## src/rtl/dsp_mac_seq_if.sv

```systemverilog
// dsp_mac_seq_if: operand/result handshakes plus DSP slice drive/return, bundled for dsp_mac_seq
// Signals: in_valid/in_ready/in_a/in_b   operand pair handshake (unsigned 18-bit operands)
//          dsp_a/dsp_b/dsp_opmode        drive of the slice A, B and OPMODE ports
//          dsp_p/dsp_carryout            slice P and CARRYOUT outputs
//          res_valid/res_ready/res_data/res_ovf  result FIFO head handshake
// Modports: slave = the sequencer, master = its environment (source, sink and slice)
interface dsp_mac_seq_if;
    logic        in_valid;
    logic        in_ready;
    logic [17:0] in_a;
    logic [17:0] in_b;
    logic [17:0] dsp_a;
    logic [17:0] dsp_b;
    logic [7:0]  dsp_opmode;
    logic [47:0] dsp_p;
    logic        dsp_carryout;
    logic        res_valid;
    logic        res_ready;
    logic [47:0] res_data;
    logic        res_ovf;
    modport slave (
        input  in_valid, in_a, in_b, dsp_p, dsp_carryout, res_ready,
        output in_ready, dsp_a, dsp_b, dsp_opmode, res_valid, res_data, res_ovf
    );
    modport master (
        output in_valid, in_a, in_b, dsp_p, dsp_carryout, res_ready,
        input  in_ready, dsp_a, dsp_b, dsp_opmode, res_valid, res_data, res_ovf
    );
endinterface

```

## src/rtl/dsp_mac_seq.sv

```systemverilog
// dsp_mac_seq: streams operand pairs into a pipelined DSP slice and queues LEN-element dot products
// Ports: clk   single rising-edge clock
//        RST_N asynchronous active-low reset
//        bus   dsp_mac_seq_if.slave: operand handshake, slice drive/return, result FIFO head
module dsp_mac_seq #(
    parameter int LEN       = 4,
    parameter int RES_DEPTH = 4
) (
    input logic          clk,
    input logic          RST_N,
    dsp_mac_seq_if.slave bus
);
    localparam int          AW       = $clog2(RES_DEPTH);
    localparam logic [15:0] LAST_IDX = 16'(LEN - 1);

    logic [15:0]   cnt_q, cnt_d;
    logic [3:1]    vld_q, vld_d, fst_q, fst_d, lst_q, lst_d;
    logic          ovf_q, ovf_d;
    logic [AW-1:0] wr_q, wr_d, rd_q, rd_d;
    logic [AW:0]   fcnt_q, fcnt_d;
    logic [47:0]   mem_data [RES_DEPTH];
    logic          mem_ovf [RES_DEPTH];
    logic          first_now, last_now, acc, push, pop, ovf_now;
    logic [AW+2:0] occ;

    always_comb begin
        first_now      = cnt_q == '0;
        last_now       = cnt_q == LAST_IDX;
        // Results already committed: queued, in the slice pipeline, or about to be started by a last pair.
        occ            = (AW+3)'(fcnt_q) + (AW+3)'(lst_q[1]) + (AW+3)'(lst_q[2]) + (AW+3)'(lst_q[3])
                       + (AW+3)'(last_now);
        bus.in_ready   = occ < (AW+3)'(RES_DEPTH);
        acc            = bus.in_valid & bus.in_ready;
        bus.dsp_a      = acc ? bus.in_a : '0;
        bus.dsp_b      = acc ? bus.in_b : '0;
        // Stage 1 lines up with the slice OPMODE register: the first product starts from Z=0.
        bus.dsp_opmode = (vld_q[1] & fst_q[1]) ? 8'h01 : 8'h09;
        cnt_d          = acc ? (last_now ? '0 : cnt_q + 16'd1) : cnt_q;
        vld_d          = {vld_q[2:1], acc};
        fst_d          = {fst_q[2:1], acc & first_now};
        lst_d          = {lst_q[2:1], acc & last_now};
        push           = vld_q[3] & lst_q[3];
        pop            = bus.res_ready & (fcnt_q != '0);
        ovf_now        = (~fst_q[3] & ovf_q) | bus.dsp_carryout;
        ovf_d          = push ? 1'b0 : (vld_q[3] ? ovf_now : ovf_q);
        wr_d           = push ? wr_q + 1'b1 : wr_q;
        rd_d           = pop ? rd_q + 1'b1 : rd_q;
        fcnt_d         = fcnt_q + (AW+1)'(push) - (AW+1)'(pop);
        bus.res_valid  = fcnt_q != '0;
        bus.res_data   = bus.res_valid ? mem_data[rd_q] : '0;
        bus.res_ovf    = bus.res_valid & mem_ovf[rd_q];
    end

    always_ff @(posedge clk or negedge RST_N) begin
        if (!RST_N) begin
            cnt_q  <= '0;
            vld_q  <= '0;
            fst_q  <= '0;
            lst_q  <= '0;
            ovf_q  <= 1'b0;
            wr_q   <= '0;
            rd_q   <= '0;
            fcnt_q <= '0;
        end else begin
            cnt_q  <= cnt_d;
            vld_q  <= vld_d;
            fst_q  <= fst_d;
            lst_q  <= lst_d;
            ovf_q  <= ovf_d;
            wr_q   <= wr_d;
            rd_q   <= rd_d;
            fcnt_q <= fcnt_d;
        end
    end

    always_ff @(posedge clk) begin
        if (push) begin
            mem_data[wr_q] <= bus.dsp_p;
            mem_ovf[wr_q]  <= ovf_now;
        end
    end
endmodule

```

## src/flat_wrapper.sv

```systemverilog
// flat-port wrapper written by rule: the top's interface ports become plain ports
module dsp_mac_seq_flat 
#(
    parameter int LEN       = 4,
    parameter int RES_DEPTH = 4
)
  (clk, RST_N, bus_in_valid, bus_in_a, bus_in_b, bus_dsp_p, bus_dsp_carryout, bus_res_ready, bus_in_ready, bus_dsp_a, bus_dsp_b, bus_dsp_opmode, bus_res_valid, bus_res_data, bus_res_ovf);
  dsp_mac_seq_if bus_i ();
  input logic clk;
  input logic RST_N;
  input wire logic [$bits(bus_i.in_valid)-1:0] bus_in_valid;
  input wire logic [$bits(bus_i.in_a)-1:0] bus_in_a;
  input wire logic [$bits(bus_i.in_b)-1:0] bus_in_b;
  input wire logic [$bits(bus_i.dsp_p)-1:0] bus_dsp_p;
  input wire logic [$bits(bus_i.dsp_carryout)-1:0] bus_dsp_carryout;
  input wire logic [$bits(bus_i.res_ready)-1:0] bus_res_ready;
  output wire logic [$bits(bus_i.in_ready)-1:0] bus_in_ready;
  output wire logic [$bits(bus_i.dsp_a)-1:0] bus_dsp_a;
  output wire logic [$bits(bus_i.dsp_b)-1:0] bus_dsp_b;
  output wire logic [$bits(bus_i.dsp_opmode)-1:0] bus_dsp_opmode;
  output wire logic [$bits(bus_i.res_valid)-1:0] bus_res_valid;
  output wire logic [$bits(bus_i.res_data)-1:0] bus_res_data;
  output wire logic [$bits(bus_i.res_ovf)-1:0] bus_res_ovf;
  assign bus_i.in_valid = bus_in_valid;
  assign bus_i.in_a = bus_in_a;
  assign bus_i.in_b = bus_in_b;
  assign bus_i.dsp_p = bus_dsp_p;
  assign bus_i.dsp_carryout = bus_dsp_carryout;
  assign bus_i.res_ready = bus_res_ready;
  assign bus_in_ready = bus_i.in_ready;
  assign bus_dsp_a = bus_i.dsp_a;
  assign bus_dsp_b = bus_i.dsp_b;
  assign bus_dsp_opmode = bus_i.dsp_opmode;
  assign bus_res_valid = bus_i.res_valid;
  assign bus_res_data = bus_i.res_data;
  assign bus_res_ovf = bus_i.res_ovf;
  dsp_mac_seq #(.LEN(LEN), .RES_DEPTH(RES_DEPTH)) u_core (.clk(clk), .RST_N(RST_N), .bus(bus_i));
endmodule
```

## config.mk

```make
export PLATFORM = sky130hd
export DESIGN_NAME = dsp_mac_seq_flat
export DESIGN_NICKNAME = d
export VERILOG_FILES = /design/src/rtl/dsp_mac_seq_if.sv /design/src/rtl/dsp_mac_seq.sv /design/src/flat_wrapper.sv
export SDC_FILE = /design/constraint.sdc
export NUM_CORES = 1
export LEC_CHECK = 0
export CELL_PAD_IN_SITES_DETAIL_PLACEMENT = 0
export CELL_PAD_IN_SITES_GLOBAL_PLACEMENT = 1
export CORE_MARGIN = 1.5
export CORE_UTILIZATION = 45
export CTS_BUF_LIST = sky130_fd_sc_hd__clkbuf_8
export CTS_CLUSTER_SIZE = 40
export DETAILED_ROUTE_END_ITERATION = 16
export HOLD_SLACK_MARGIN = 0.1
export MAX_ROUTING_LAYER = met4
export PLACE_DENSITY = 0.79
export SYNTH_ARGS = -nofsm -noshare
export SYNTH_HDL_FRONTEND = slang
export SYNTH_SLANG_ARGS = --single-unit
```

## constraint.sdc

```tcl
create_clock -name clk -period 4 [get_ports clk]
set_input_delay 0.8 -clock clk [delete_from_list [all_inputs] [get_ports clk]]
set_output_delay 0.8 -clock clk [all_outputs]
set_load 0.02 [all_outputs]
```

After elaboration in Yosys (flattened, before gate mapping). Memory sizes are Yosys's and may differ from the RTL's. Index checks and enable logic that the tools add are counted.

Add/subtract/negate cells: 9. $lt $le $gt $ge: 1. Equality and inequality tests: 1. Mux-type cells: 9. Bitwise operators: 10. Reductions and logical operators: 3.

Operator list (number): two-way mux 48 bit (1); two-way mux 18 bit (2); adder 16 x 1 -> 16 bit, second input constant (1); == test 16 x 2 -> 1 bit, second input constant (1); zero test 16 bit (1); two-way mux 16 bit (1); adder 5 x 1 -> 5 bit (3); bitwise AND 1 bit (8); less-than comparator 5 x 3 -> 1 bit, second input constant (1); adder 2 x 1 -> 2 bit, second input constant (2); adder 3 x 1 -> 4 bit (1); two-way mux 1 bit (4); two-way mux 4 bit (1); adder 3 x 1 -> 3 bit (1); nonzero test 3 bit (1); subtractor 3 x 1 -> 3 bit (1); nonzero test 2 bit (1); inverter 1 bit (1); bitwise OR 1 bit (1).

Flip-flop bits (word level): 33. Memory bits (writable): 196. Input port bits: 89. Output and inout port bits: 95. Word-level logic and storage cells: 43. Memories kept: 2.

Memory list: u_core.mem_data (words 4, width 48, read ports 1, clocked after memory_dff 0, wr ports 1, RTL line dsp_mac_seq.sv:21) `logic [47:0] mem_data [RES_DEPTH];`; u_core.mem_ovf (words 4, width 1, read ports 1, clocked after memory_dff 0, wr ports 1, RTL line dsp_mac_seq.sv:22) `logic mem_ovf [RES_DEPTH];`.

Logic depth before layout (Yosys ltp).
Depth after elaboration: 7. Depth in mapped cells: 13. Gate-level depth less buffers: 11.

Least setup slack after synthesis. OpenSTA, ideal clock, no wires.

Path type: reg2out. From: register u_core.cnt_q[0]. To: output bus_dsp_a[0]. Arrival: 2.564 ns. Required time: 3.200 ns. Path slack: 0.636 ns. Stages on the path, launching flop included: 13. Path buffers: 2. Path through: dfrtp_1 > ha_1 > nor3b_1 > nand4_2 > buf_6 > inv_1 > fa_1 > ha_1 > a21oi_1 > nand4b_1 > inv_2 > clkbuf_1 > and2_1.

Word-level cells in the longest chain between the ends: 5.

RTL lines: start: declaration (RTL line dsp_mac_seq.sv:16) `logic [15:0] cnt_q, cnt_d;`; start signal: assignment (RTL line dsp_mac_seq.sv:65) `cnt_q <= cnt_d;`; == test 16 x 2 -> 1 bit (RTL line dsp_mac_seq.sv:28) `last_now = cnt_q == LAST_IDX;`; adder 5 x 1 -> 5 bit (RTL line dsp_mac_seq.sv:31) `+ (AW+3)'(last_now);`; less-than comparator 5 x 3 -> 1 bit (RTL line dsp_mac_seq.sv:32) `bus.in_ready = occ < (AW+3)'(RES_DEPTH);`; bitwise AND 1 bit (RTL line dsp_mac_seq.sv:33) `acc = bus.in_valid & bus.in_ready;`; two-way mux 18 bit (RTL line dsp_mac_seq.sv:34) `bus.dsp_a = acc ? bus.in_a : '0;`; end: declaration (RTL line flat_wrapper.sv:18) `output wire logic [$bits(bus_i.dsp_a)-1:0] bus_dsp_a;`.

Every way passes these cells.

Final worst setup path.
From: register u_core.cnt_q[0]. To: output bus_dsp_b[11].

Word-level cells in the longest chain between the ends: 5.

RTL lines: == test 16 x 2 -> 1 bit (RTL line dsp_mac_seq.sv:28); adder 5 x 1 -> 5 bit (RTL line dsp_mac_seq.sv:31); less-than comparator 5 x 3 -> 1 bit (RTL line dsp_mac_seq.sv:32); bitwise AND 1 bit (RTL line dsp_mac_seq.sv:33); two-way mux 18 bit (RTL line dsp_mac_seq.sv:35) `bus.dsp_b = acc ? bus.in_b : '0;`; end: declaration (RTL line flat_wrapper.sv:19) `output wire logic [$bits(bus_i.dsp_b)-1:0] bus_dsp_b;`.

Every way passes these cells.

==> impl_metrics.sql <==
INSERT INTO impl_metrics (metric_group, metric, value, unit) VALUES
('outcome', 'outcome', 'complete, no violations', ''),
('pwr', 'p_leak', '4.34', 'nW'),
('floorplan', 'dieHeight', '148', 'um'),
('clock_network', 'cts_num_sinks', '229', ''),
('sta', 'rsz0062_at_grt', 'true', ''),
('clock_network', 'cts_inserted_buffers', '38', ''),
('critical_path', 'type_of_element_launching_the_critical_path', 'register', ''),
('floorplan', 'die_area', '0.0218', 'mm2'),
('grt', 'maximum_number_of_pins_on_one_net_before_global_route_repair', '36', ''),
('routing', 'route.detailed.drc', '0', ''),
('place', 'dp_hpwl', '12.2', 'mm'),
('critical_path', 'crit_path_max_incr_delay', '0.41', 'ns'),
('clock_network', 'clk_lat_worst_skew', '0.50', 'ns'),
('floorplan', 'floorplan.initialDensity', '46.3', '%'),
('critical_path', 'crit_path_leading_delay_family', 'adder cells', ''),
('critical_path', 'timing.critical_path.buf_inv', '4', ''),
('logic_synthesis', 'synth.ff_latch_count', '229', ''),
('final_layout', 'area.growth.synth_to_final', '27.6', '%'),
('floorplan', 'num_rows', '52', ''),
('clock_network', 'cts.hold.buffers_added', '0', ''),
('floorplan', 'core_box_area', '0.0204', 'mm2'),
('clock_network', 'clkTransAtPathRegs', '0.06', 'ns'),
('clock_network', 'cts.path.max_buffers', '3', ''),
('final_layout', 'commonest_non_fill_non_tap_cells_in_the_layout', 'sky130_fd_sc_hd__edfxtp_1 (196), sky130_fd_sc_hd__clkdlybuf4s50_1 (140), sky130_fd_sc_hd__and2_1 (86)', ''),
('logic_synthesis', 'ys_seq_area_share', '71.2', '%'),
('routing', 'route.detailed.wl_per_inst', '18.5', 'um'),
('critical_path', 'crit_path_cell_trace', 'ha_2, nor3b_1, nand4_2, inv_1, fa_1, ha_1, nand3_1, nand4b_1, buf_4, inv_8, and2_1, buf_2', ''),
('pwr', 'ir_worst_vdd', '0.243', 'mV'),
('routing', 'viasPerCell', '5.19', ''),
('logic_synthesis', 'post_synth_instance_area', '0.00943', 'mm2'),
('critical_path', 'slowest_stage', 'sky130_fd_sc_hd__dfrtp_1', ''),
('critical_path', 'critPathKind', 'reg2out', ''),
('grt', 'vias_in_the_first_global_route', '5757', ''),
('logic_synthesis', 'synth_cells', '520', ''),
('final_layout', 'fin_nets', '834', ''),
('grt', 'grtUsageTotal', '18.4', '%'),
('floorplan', 'num_io_pins', '184', ''),
('floorplan', 'die_x', '148', 'um'),
('routing', 'drt-initial-drc-count', '374', ''),
('pwr', 'total_power', '0.00732', 'W'),
('grt', 'grt_pass1_wl', '29.9', 'mm'),
('routing', 'postRouteAntennaNets', '0', ''),
('grt', 'total_overflow_reported_by_the_global_router', '0', ''),
('sta', 'maxClockFrequency', '0.259', 'GHz'),
('logic_synthesis', 'synthDistinctLibCells', '42', ''),
('final_layout', 'leading_cell_type_in_the_layout_fill_and_taps_excluded', 'sky130_fd_sc_hd__edfxtp_1', ''),
('sta', 'timing.slew.headroom', '28.8', '%'),
('grt', 'grt_antenna_before_repair', '1', ''),
('hold_path', 'holdCritPathClass', 'reg2reg', ''),
('logic_synthesis', 'post_synth_edffs', '196', ''),
('critical_path', 'required', '3.20', 'ns'),
('sta', 'fin_ws', '0.145', 'ns'),
('sta', 'setup-violations-final', '0', ''),
('routing', 'drtPass1Iterations', '4', ''),
('logic_synthesis', 'yosys_warnings', '0', ''),
('clock_network', 'cts_htree_levels', '2', ''),
('logic_synthesis', 'async_flop_share', '14.4', '%'),
('sta', 'fin_tns_setup', '0', 'ns'),
('sta', 'timing_worst_slew_pin_value', '1.07', 'ns'),
('pwr', 'power_per_cell_area', '609', 'mW/mm2'),
('clock_network', 'tritoncts', 'yes', ''),
('sta', 'finalHoldViolations', '0', ''),
('final_layout', 'finalCoreUtilization', '59.1', '%'),
('sta', 'final_critical_path_time_including_i_o_delays_and_setup', '3.85', 'ns'),
('logic_synthesis', 'avgSynthCellArea', '18.1', 'um2'),
('routing', 'vias', '5337', ''),
('routing', 'drt-total-wl', '19.1', 'mm'),
('place', 'gp_routability_congestion', '0.793', ''),
('critical_path', 'critPathMaxFanout', '20', ''),
('run', 'max-cap-violations', '0', ''),
('sta', 'min_period_over_period', '96.4', '%'),
('sta', 'timing_max_transition_violations_final', '0', ''),
('sta', 'hold-worst-slack', '0.349', 'ns'),
('sta', 'skew', '0.00982', 'ns'),
('place', 'post-place-ws', '0.00818', 'ns'),
('place', 'number_of_input_and_output_port_buffers_inserted', '176', ''),
('clock_network', 'buffer_type_at_the_clock_tree_root', 'sky130_fd_sc_hd__clkbuf_8', ''),
('final_layout', 'drive_above_1_share', '23.1', '%'),
('logic_synthesis', 'synth_flop_cell', 'sky130_fd_sc_hd__edfxtp_1', ''),
('critical_path', 'crit_arrival', '3.05', 'ns'),
('critical_path', 'cp-end-kind', 'primary output', '');
-- where the power goes --
group	internal [W]	switching (W)	total [W]
clock	0.000942	0.000853	0.00180
sequential	0.00267	0.000189	0.00286
combinational	0.00143	0.00124	0.00267
-- worst reg2reg max path: stages, from the launching register on --
cell and delay (ns):
sky130_fd_sc_hd__dfrtp_1 0.41, sky130_fd_sc_hd__ha_2 0.22, sky130_fd_sc_hd__nor3b_1 0.15, sky130_fd_sc_hd__nand4_2 0.11, sky130_fd_sc_hd__inv_1 0.05, sky130_fd_sc_hd__fa_1 0.38, sky130_fd_sc_hd__ha_1 0.30, sky130_fd_sc_hd__nand3_1 0.12
sky130_fd_sc_hd__nand4b_1 0.20, sky130_fd_sc_hd__buf_4 0.22, sky130_fd_sc_hd__inv_8 0.10, sky130_fd_sc_hd__buf_4 0.16, sky130_fd_sc_hd__nand2_1 0.17, sky130_fd_sc_hd__o31ai_1 0.28
-- per-stage QoR --
stage	std cells	area [um2]
3_3_place_gp	954	11500
5_1_grt	1027	12000
6_report	1028	12000
2_1_floorplan	525	9450
4_1_cts	1021	12200
3_5_place_dp	954	11500
-- state kept, by name (all words and copies together), names as in the netlist --
name	flops
u_core.mem_data	192
u_core.ovf_q	1
u_core.fst_q	3
u_core.lst_q	3
u_core.vld_q	3
u_core.mem_ovf	4
u_core.fcnt_q	3
u_core.wr_q	2
u_core.rd_q	2
u_core.cnt_q	16
-- cell families (layout without fill, tap and decap cells) --
kind of cell	after synthesis	after routing	synth area share, %
AND/OR/NAND/NOR	142	142	9.43
other	2	9	0.0796
flip-flops	229	229	71.2
buffers and inverters	52	283	3.07
XOR/XNOR	10	10	0.929
multiplexers	52	52	12.0
AO/OA/AOI/OAI	19	19	1.27
adder cells (fa/ha/maj)	14	14	2.02
-- area by class of cell --
type	count	area, um2
Antenna cell	2	5.00
Clock buffer	41	564
Clock inverter	24	103
Fill cell	1554	8340
Inverter	21	92.6
Multi-Input combinational cell	244	2460
Sequential cell	229	6720
Tap cell	270	338
Timing Repair Buffer	194	1730
Timing Repair inverter	3	21.3
-- synthesized netlist by cell type (3+ instances only) --
cell | instances | area share [%]
sky130_fd_sc_hd__buf_4 | 7 | 0.56
sky130_fd_sc_hd__o21ai_0 | 4 | 0.21
sky130_fd_sc_hd__nand4_1 | 7 | 0.46
sky130_fd_sc_hd__a21oi_2 | 3 | 0.28
sky130_fd_sc_hd__xnor2_1 | 7 | 0.65
sky130_fd_sc_hd__nor2_1 | 3 | 0.12
sky130_fd_sc_hd__nand2_1 | 13 | 0.52
sky130_fd_sc_hd__and2_1 | 86 | 5.7
sky130_fd_sc_hd__a21oi_1 | 4 | 0.21
sky130_fd_sc_hd__and3_1 | 6 | 0.40
sky130_fd_sc_hd__dfrtp_1 | 33 | 8.8
sky130_fd_sc_hd__ha_1 | 12 | 1.6
sky130_fd_sc_hd__xor2_1 | 3 | 0.28
sky130_fd_sc_hd__buf_2 | 6 | 0.32
sky130_fd_sc_hd__edfxtp_1 | 196 | 62
sky130_fd_sc_hd__clkbuf_1 | 10 | 0.40
sky130_fd_sc_hd__nand3_1 | 11 | 0.58
sky130_fd_sc_hd__inv_1 | 20 | 0.80
sky130_fd_sc_hd__mux4_2 | 49 | 12
sky130_fd_sc_hd__o22ai_1 | 4 | 0.27
sky130_fd_sc_hd__buf_6 | 8 | 0.96
sky130_fd_sc_hd__mux2i_1 | 3 | 0.32
-- layer usage --
layer / wire length [um] / global-route usage, % / up-vias
met5: 0 / - / -
met4: 242 / 4.45 / 0
met3: 1130 / 4.20 / 24
met2: 9900 / 31.8 / 197
met1: 7790 / 22.0 / 2718
li1: - / - / 2398
-- final timing paths --
kind | startpoint | to | slack (ns) | cells after the start
max in group asynchronous | RST_N | u_core.rd_q[0] | 2.95 | 2
hold / removal | u_core.vld_q[2] | u_core.vld_q[3] | 0.35 | 0
setup reg to reg | u_core.cnt_q[0] | u_core.cnt_q[2] | 1.03 | 13
min in group asynchronous | RST_N | u_core.cnt_q[0] | 0.70 | 2
hold reg to reg | u_core.vld_q[2] | u_core.vld_q[3] | 0.35 | 0
setup / recovery | u_core.cnt_q[0] | bus_dsp_b[11] | 0.15 | 12
-- repair_timing --
item                       CTS  global route
pin swaps                    1             1
resized for setup           77            53
setup endpoints to repair   36            37
setup buffers                1             3
cloned                       1             2
(Power assumes the default switching activity.)
